### config.mk
export PLATFORM = sky130hd
export DESIGN_NAME = instr_fetch
export DESIGN_NICKNAME = d
export VERILOG_FILES = /design/src/rtl/instr_fetch_pkg.sv /design/src/rtl/fetch_fifo.sv /design/src/rtl/instr_fetch.sv
export SDC_FILE = /design/constraint.sdc
export NUM_CORES = 1
export LEC_CHECK = 0
export CAP_MARGIN = 15
export CELL_PAD_IN_SITES_DETAIL_PLACEMENT = 1
export CELL_PAD_IN_SITES_GLOBAL_PLACEMENT = 1
export CORE_AREA = 2 2 73 145
export DETAILED_ROUTE_END_ITERATION = 7
export DIE_AREA = 0 0 75 147
export DONT_BUFFER_PORTS = 1
export GPL_TIMING_DRIVEN = 0
export PLACE_DENSITY = 0.79
export SYNTH_ARGS = -nofsm -noshare
export SYNTH_HDL_FRONTEND = slang
export SYNTH_SLANG_ARGS = --single-unit
### constraint.sdc
create_clock -name clk -period 4.05 [get_ports clk]
set_input_delay 0.81 -clock clk [delete_from_list [all_inputs] [get_ports clk]]
set_output_delay 0.81 -clock clk [all_outputs]
set_load 0.01 [all_outputs]
### src/rtl/instr_fetch_pkg.sv
// Shared widths and entry layout for the instruction fetch stage.
// The instruction space is 1024 words, so only 10 PC bits are significant.
package instr_fetch_pkg;

   localparam int IADDR_W    = 12;
   localparam int INSTR_W    = 32;
   localparam int IMEM_WORDS = 1024;
   localparam logic [IADDR_W-1:0] PC_MASK = IADDR_W'(IMEM_WORDS - 1);
   localparam int ENTRY_W    = IADDR_W + INSTR_W;

   typedef struct packed {
      logic [IADDR_W-1:0] pc;
      logic [INSTR_W-1:0] instr;
   } fetch_entry_t;

endpackage

### src/rtl/fetch_fifo.sv
// Small instruction buffer of {pc,instr} entries with flush and occupancy count.
// The head is presented combinationally and reads as zero while the buffer is empty.
module fetch_fifo
   import instr_fetch_pkg::*;
#(
   parameter int DEPTH = 2
) (
   input  logic                            clk,
   input  logic                            rst,
   input  logic                            flush,
   input  logic                            push,
   input  logic [ENTRY_W-1:0]              push_data,
   input  logic                            pop,
   output logic [ENTRY_W-1:0]              head,
   output logic [$clog2(DEPTH+1)-1:0]      count
);

   localparam int PTR_W = (DEPTH > 2) ? 2 : 1;
   localparam int CNT_W = $clog2(DEPTH + 1);

   logic [ENTRY_W-1:0] mem_reg [DEPTH];
   logic [PTR_W-1:0]   wr_ptr_reg;
   logic [PTR_W-1:0]   rd_ptr_reg;
   logic [CNT_W-1:0]   count_reg;
   logic               push_ok;
   logic               pop_ok;

   function automatic logic [PTR_W-1:0] next_ptr(input logic [PTR_W-1:0] p);
      return (p == PTR_W'(DEPTH - 1)) ? '0 : p + PTR_W'(1);
   endfunction

   assign push_ok = push && (count_reg < CNT_W'(DEPTH));
   assign pop_ok  = pop && (count_reg != '0);
   assign count   = count_reg;
   assign head    = (count_reg != '0) ? mem_reg[rd_ptr_reg] : '0;

   always_ff @(posedge clk) begin
      if (push_ok) begin
         mem_reg[wr_ptr_reg] <= push_data;
      end
   end

   // Flush discards everything, including a push or pop in the same cycle.
   always_ff @(posedge clk) begin
      if (rst || flush) begin
         wr_ptr_reg <= '0;
         rd_ptr_reg <= '0;
         count_reg  <= '0;
      end else begin
         if (push_ok) begin
            wr_ptr_reg <= next_ptr(wr_ptr_reg);
         end
         if (pop_ok) begin
            rd_ptr_reg <= next_ptr(rd_ptr_reg);
         end
         case ({push_ok, pop_ok})
            2'b10:   count_reg <= count_reg + CNT_W'(1);
            2'b01:   count_reg <= count_reg - CNT_W'(1);
            default: count_reg <= count_reg;
         endcase
      end
   end

endmodule

### src/rtl/instr_fetch.sv
// Instruction fetch: PC, single outstanding read, and buffering toward decode.
// Reads are issued only when the buffer is guaranteed room for the response.
module instr_fetch
   import instr_fetch_pkg::*;
#(
   parameter logic [IADDR_W-1:0] RESET_PC   = 12'h000,
   parameter int                 FIFO_DEPTH = 2
) (
   input  logic               clk,
   input  logic               rst,
   output logic [IADDR_W-1:0] instr_addr,
   output logic               instr_re,
   input  logic [INSTR_W-1:0] instr_rd_data,
   input  logic               redirect,
   input  logic [IADDR_W-1:0] redirect_pc,
   output logic               if_valid,
   output logic [INSTR_W-1:0] if_instr,
   output logic [IADDR_W-1:0] if_pc,
   input  logic               id_ready
);

   localparam int CNT_W = $clog2(FIFO_DEPTH + 1);
   localparam int OCC_W = CNT_W + 1;

   logic [IADDR_W-1:0] pc_reg;
   logic [IADDR_W-1:0] inflight_pc_reg;
   logic               inflight_reg;
   logic [CNT_W-1:0]   fifo_count;
   logic [OCC_W-1:0]   occupancy;
   logic               pop;
   logic               push;
   logic [ENTRY_W-1:0] head;
   fetch_entry_t       head_entry;
   fetch_entry_t       push_entry;

   assign if_valid  = (fifo_count != '0);
   assign pop       = if_valid & id_ready;
   // A response returning alongside redirect or reset belongs to the old stream.
   assign push      = inflight_reg & ~redirect & ~rst;
   assign occupancy = {1'b0, fifo_count} + OCC_W'(inflight_reg) - OCC_W'(pop);
   assign instr_re  = ~rst & ~redirect & (occupancy < OCC_W'(FIFO_DEPTH));
   assign instr_addr = pc_reg;

   assign push_entry.pc    = inflight_pc_reg;
   assign push_entry.instr = instr_rd_data;
   assign head_entry       = head;
   assign if_pc            = head_entry.pc;
   assign if_instr         = head_entry.instr;

   always_ff @(posedge clk) begin
      if (rst) begin
         pc_reg          <= RESET_PC & PC_MASK;
         inflight_reg    <= 1'b0;
         inflight_pc_reg <= '0;
      end else if (redirect) begin
         pc_reg       <= redirect_pc & PC_MASK;
         inflight_reg <= 1'b0;
      end else begin
         inflight_reg <= instr_re;
         if (instr_re) begin
            pc_reg          <= (pc_reg + IADDR_W'(1)) & PC_MASK;
            inflight_pc_reg <= pc_reg;
         end
      end
   end

   fetch_fifo #(
      .DEPTH (FIFO_DEPTH)
   ) u_fifo (
      .clk       (clk),
      .rst       (rst),
      .flush     (redirect),
      .push      (push),
      .push_data (push_entry),
      .pop       (pop),
      .head      (head),
      .count     (fifo_count)
   );

endmodule

# Word-level counts from Yosys, hierarchy flattened
# Memories as Yosys holds them, arrays and structs flattened. A register that Yosys moved wholly into a read port is not among the register bits.
# Index checks and enable logic that the tools add are counted.
[totals] mem_bits_rw=84 mem_count=1 regBits=25
[memory_table] name="u_fifo.mem_reg" depth=2 word_bits=42 rd=1 rd_clocked_by_memory_dff=1 write_ports=1 line_no="fetch_fifo.sv:21" source="logic [ENTRY_W-1:0] mem_reg [DEPTH];"
[classes] n_eq_ne=2 n_reduce_logical=8 muxes=10 addsub=7 n_lt_le_gt_ge=2 n_bitwise=7
[ops] operator="44-bit 2-to-1 mux" count=1
[ops] operator="10-bit 2-to-1 mux" count=2
[ops] operator="10-bit by 1-bit adder with 10-bit output (second input constant)" count=1
[ops] operator="1-bit 2-to-1 mux" count=6
[ops] operator="2-bit nonzero test" count=3
[ops] operator="1-bit AND" count=5
[ops] operator="2-bit one-hot mux with 2 select lines" count=1
[ops] operator="2-bit by 1-bit adder with 3-bit output" count=1
[ops] operator="3-bit by 2-bit < comparator with 1-bit output (second input constant)" count=1
[ops] operator="3-bit by 1-bit subtractor with 3-bit output" count=1
[ops] operator="1-bit adder (second input constant)" count=2
[ops] operator="2-bit by 1-bit adder with 2-bit output (second input constant)" count=1
[ops] operator="2-bit by 1-bit == test with 1-bit output (second input constant)" count=1
[ops] operator="2-bit == test (second input constant)" count=1
[ops] operator="1-bit logical AND" count=2
[ops] operator="2-bit < comparator (second input constant)" count=1
[ops] operator="1-bit inverter" count=2
[ops] operator="2-bit AND reduction" count=1
[ops] operator="2-bit OR reduction" count=1
[ops] operator="2-bit by 1-bit subtractor with 2-bit output (second input constant)" count=1
[ops] operator="1-bit logical OR" count=1

# Longest topological paths before layout
[depth] word_depth=7 ltp_mapped=12

# Cells and area by module
# Synthesis repeated with hierarchy kept, for this count alone.
[unflattened] cells_unflattened=329 area_unflattened_um2=4576.9
[by_module_without_submodules] mod="fetch_fifo" n_inst=1 area_each_um2=3504.6 cells_per_inst=209
[by_module_without_submodules] mod="instr_fetch" n_inst=1 area_each_um2=1072.3 cells_per_inst=120

# Least setup slack after synthesis
# Ideal clock, no wire load.
[synth_timing] path_kind="input port to flip-flop" startpoint="input redirect" endpoint="memory u_fifo.mem_reg[0][0] in the netlist's numbering, enable pin" cell_stages=4 path_slack_ps=510 n_path_buf=1 arrival_time_ps=3098 cell_sequence="clkbuf_1 > inv_1 > nand4b_1 > nor2_1"
[synth_via] elab_chain_len=6
[synth_lines] element="start, declared" line_no="instr_fetch.sv:14" source="input logic redirect,"
[synth_lines] element="1-bit inverter (no source line)"
[synth_lines] element="1-bit AND (2 in series)" line_no="instr_fetch.sv:39" source="assign push = inflight_reg & ~redirect & ~rst;"
[synth_lines] element="1-bit logical AND" line_no="fetch_fifo.sv:32" source="assign push_ok = push && (count_reg < CNT_W'(DEPTH));"
[synth_lines] element="1-bit 2-to-1 mux" line_no="fetch_fifo.sv:38" source="if (push_ok) begin"
[synth_lines] element="1-bit 2-to-1 mux (implied by the code)" line_no="fetch_fifo.sv:39" source="mem_reg[wr_ptr_reg] <= push_data;"
[synth_lines] element="end, declared" line_no="fetch_fifo.sv:21"
# No other way between the ends.

# Worst setup path after layout
[layout_timing] startpoint="register u_fifo.count_reg[0] (netlist: u_fifo.count[0])" endpoint="output instr_re"
[layout_via] elab_chain_len=5
[layout_lines] element="start, declared" line_no="fetch_fifo.sv:24" source="logic [CNT_W-1:0] count_reg;"
[layout_lines] element="start signal, assigned" line_no="fetch_fifo.sv:57" source="2'b10: count_reg <= count_reg + CNT_W'(1);"
[layout_lines] element="start signal, assigned" line_no="fetch_fifo.sv:58" source="2'b01: count_reg <= count_reg - CNT_W'(1);"
[layout_lines] element="start signal, assigned" line_no="fetch_fifo.sv:59" source="default: count_reg <= count_reg;"
[layout_lines] element="2-bit nonzero test" line_no="instr_fetch.sv:36" source="assign if_valid = (fifo_count != '0);"
[layout_lines] element="named net if_valid" line_no="instr_fetch.sv:16" source="output logic if_valid,"
[layout_lines] element="1-bit AND" line_no="instr_fetch.sv:37" source="assign pop = if_valid & id_ready;"
[layout_lines] element="3-bit by 1-bit subtractor with 3-bit output" line_no="instr_fetch.sv:40" source="assign occupancy = {1'b0, fifo_count} + OCC_W'(inflight_reg) - OCC_W'(pop);"
[layout_lines] element="3-bit by 2-bit < comparator with 1-bit output" line_no="instr_fetch.sv:41" source="assign instr_re = ~rst & ~redirect & (occupancy < OCC_W'(FIFO_DEPTH));"
[layout_lines] element="1-bit AND" line_no="instr_fetch.sv:41"
[layout_lines] element="end, declared" line_no="instr_fetch.sv:12" source="output logic instr_re,"
# The timed path passes the listed nets, and every way through them passes these cells.

==> summary by stage <==
Status
The run finished with clean final reports.

Cells and area
The number of fill cells is 1,022. Of the cells placed in the final design, the portion with a size suffix greater than 1 is 0.106. The number of antenna diodes in the final layout is 0. The register with the most flip-flops in the layout has 84 of them. The final standard cell area without fillers is 4960 um2. After the last flow step, the layout net total stands at 397. At the end of the flow the core is filled with cells to 0.498. From synthesis to final layout, the design area changed by 12.8%.

Global routing
The remaining global-route overflow is 0. The via count of the first global-routing pass came to 2,749. The number of antenna violations at the first check in global routing is 0. Across every metal layer, demand over resource in global routing totals 0.165. Entering global routing, the biggest net connects 25 pins.

The first global-routing pass estimated 13.8 mm of wire.

Job
The number of maximum-capacitance constraint violations is 0.

Placement
The quantity of I/O buffers inserted on ports is 0. The congestion estimate from routability-driven global placement came to 0.828. After detailed placement, the total cell area comes to 4650 um2. After legalization and detailed placement, the total HPWL measured 6.46 mm. At the placement stage, the worst setup path has a slack of 0.0191 ns.

Clocking
The TritonCTS clock tree is built. The number of buffers on the longest clock path is 2. The clock edge transition at the registers on the reported setup and hold paths is 0.07 ns.

The clock sink total is 110. The root cell of the clock tree is clkbuf_16. Clock tree synthesis inserted a total of 9 buffers. The clock reaches the later pin of the worst-skew pair after 0.34 ns. The number of H-tree levels is 3. The quantity of hold-fixing buffers added after cts is 0.

Synthesis
In the synthesized netlist, the number of instances is 328. The cell area after synthesis is 4400 um2. The total of warnings raised by yosys is 0.

Counting distinct cell types in the post-synthesis netlist gives 39. For this run, the register share of the synthesized area comes to 0.692. The average cell area after synthesis is 13.4 um2. After synthesis the netlist holds a flip-flop and latch count of 110.

Timing
The number of setup violations in the final report is 0. The count of pins over their slew limit is 0. In the post-route analysis, the smallest setup slack over all paths is 0.221 ns. The worst-case hold slack is 0.459 ns. In the finished design, the share of the clock period the worst path needs comes to 0.946.

The final clock skew is 0.00644 ns. The final count of hold timing violations is 0. At the pin with the least slew margin, the transition time is 0.644 ns.

Timing would allow up to 261 MHz. Setup repair after global routing left no endpoint under its margin. The headroom to the max-slew limit is 0.570.

The final period demand of the worst path is 3.83 ns.

Drt
The overall via count from detail_route is 2,521. The first TritonRoute pass finished after 4 iterations. After the first detailed-routing iteration, the DRC count stood at 142. After detailed routing, the total wire length is 8.82 mm. The DRC violation count after routing is 0.

The count of nets left with antenna violations once routing finished came out at 0. The wire length per cell is 18.2 um. The mean number of vias per cell is 5.20.

Critical path
The worst setup path is captured at a primary output. The type of the worst setup path is reg2out. The reg-to-reg endpoint is instr_addr[8]. The startpoint type of the worst setup path is a register. The startpoint identified for the worst register-to-register timing path is u_fifo.count[0]. Data on the critical path is required at its endpoint by 3.24 ns. Counting cells, the worst reg-to-reg path comes to 10. The data arrival time of the critical path is 3.02 ns.

The reg2reg setup slack is 0.98 ns. The maximum fanout count along the critical path is 10.

Pwr
The power density over cell area is 438 nW/um2. The leakage power total is 1.57 nW. After layout, the design draws a total of 2.17 mW.

VDD sags by at most 294 uV.

Die
106 I/O pins were placed. The area enclosed by the die boundary is 11,000 um2. Row generation in the floorplan step produced 52 rows. The die is 75 um wide. The die height is 147 um. For this configuration, the core starts out at a cell density of 0.442.

The core footprint is 9950 um2.

Min path
The cell depth of the worst min-delay path is 0. The path with the worst hold slack has its endpoint at u_fifo.mem_reg[0][34]. In this run the worst hold path is classified as reg2reg. The worst hold path begins at inflight_pc_reg[2].
## power breakdown
group | leakage [nW] | internal (mW) | switching, mW | total, mW
clock network | 0.136 | 0.481 | 0.374 | 0.855
registers | 0.988 | 1.23 | 0.0200 | 1.25
logic | 0.444 | 0.0250 | 0.0455 | 0.0705
## synth_stat cells
cell	count	area (um2)
clkbuf_1	10	37.5
a31oi_1	5	31.3
mux2_2	2	22.5
dfxtp_1	26	521
clkinv_1	1	3.75
or4_1	2	15.0
o22ai_1	1	6.26
mux2i_1	43	430
nand4_1	2	12.5
xor2_1	1	8.76
buf_2	5	25.0
nand2_2	1	6.26
nor3b_4	1	18.8
conb_1	1	3.75
edfxtp_1	84	2520
nand2_1	33	124
buf_4	4	30.0
and2_1	1	6.26
ha_1	3	37.5
and3_1	3	18.8
a222oi_1	1	10.0
nand4b_1	1	8.76
nor2b_1	1	6.26
a22oi_1	2	15.0
inv_1	6	22.5
xnor2_1	4	35.0
nor2_1	48	180
xnor2_2	1	16.3
fa_1	1	20.0
a21oi_1	16	80.1
a41oi_1	1	8.76
nand3b_1	1	7.51
or3_1	1	6.26
nand3_1	4	20.0
nor3_1	5	25.0
and4_1	2	17.5
nand2b_1	1	6.26
o311ai_0	2	17.5
buf_6	1	11.3
## final cells by class
cell class / instances / area, um2 / area share
buffer: 20 / 106 / 0.0214
timing repair buffer: 3 / 62.6 / 0.0126
clock buffer: 11 / 233 / 0.0469
tap: 135 / 169 / 0.0341
clock inverter: 5 / 58.8 / 0.0119
inverter: 7 / 30.0 / 0.00605
sequential: 110 / 3040 / 0.614
multi-input combinational: 194 / 1260 / 0.253
## stage by stage
| stage | setup TNS, ns | cells |
|---|---|---|
| final | 0 | 485 |
| after global routing | 0 | 485 |
| after CTS | 0 | 484 |
| after detailed placement | 0 | 468 |
| after global placement | -40.87 | 466 |
| after floorplan | 0 | 331 |
## placed cells by master, fill, tap and decap left out, types with 5 or more instances in the layout
master | synthesis | final
clkbuf_16 | 0 | 9
a21oi_1 | 16 | 16
nand2_1 | 33 | 33
mux2i_1 | 43 | 43
clkbuf_1 | 10 | 12
edfxtp_1 | 84 | 84
nor2_1 | 48 | 45
buf_4 | 4 | 6
dfxtp_1 | 26 | 25
inv_1 | 6 | 6
nor3_1 | 5 | 5
a31oi_1 | 5 | 5
## routing by layer
metal | track usage | part of all wire | vias up
li1 | - | - | 1206
met1 | 0.186 | 0.38 | 1217
met2 | 0.285 | 0.53 | 88
met3 | 0.0597 | 0.075 | 10
met4 | 0.0500 | 0.014 | 0
met5 | 0 | 0 | -
## worst max path at each step
stage | cells after the start | to | from | slack [ns]
floorplan | 4 | u_fifo.mem_reg[0][0] | redirect | 0.51
global placement | 4 | u_fifo.mem_reg[1][4] | redirect | -0.49
detailed placement | 10 | instr_re | u_fifo.count[1] | 0.02
CTS | 10 | instr_re | u_fifo.count[1] | 0.02
global route | 10 | instr_re | u_fifo.count[0] | 0.03
finish | 10 | instr_re | u_fifo.count[0] | 0.22
## kinds of logic after synthesis
group	Yosys count	share of synthesized area
compound gates	28	0.0384
xor+xnor	6	0.0137
fa+ha+maj	4	0.0131
buf+inv	27	0.0296
flops	110	0.692
mux	45	0.103
other cells	1	0.000853
simple gates	107	0.109
## critical path, cell delays in order, from the launching register on
cell and delay [ns]:
dfxtp_1 0.47, nor2_4 0.05, inv_1 0.11, and2_1 0.23
ha_1 0.26, nand2b_1 0.16, fa_1 0.51, nor3b_4 0.30
nand2_2 0.18, clkinvlp_4 0.20, buf_4 0.21
## timing repair
| item | in CTS | in global routing |
|---|---|---|
| setup endpoints to repair | 1 | 1 |
| setup buffers | 0 | 1 |
| resized for setup | 3 | 2 |
| pin swaps | 1 | 1 |
| endpoints found under the hold margin | 0 | 0 |
(Power assumes the default switching activity.)
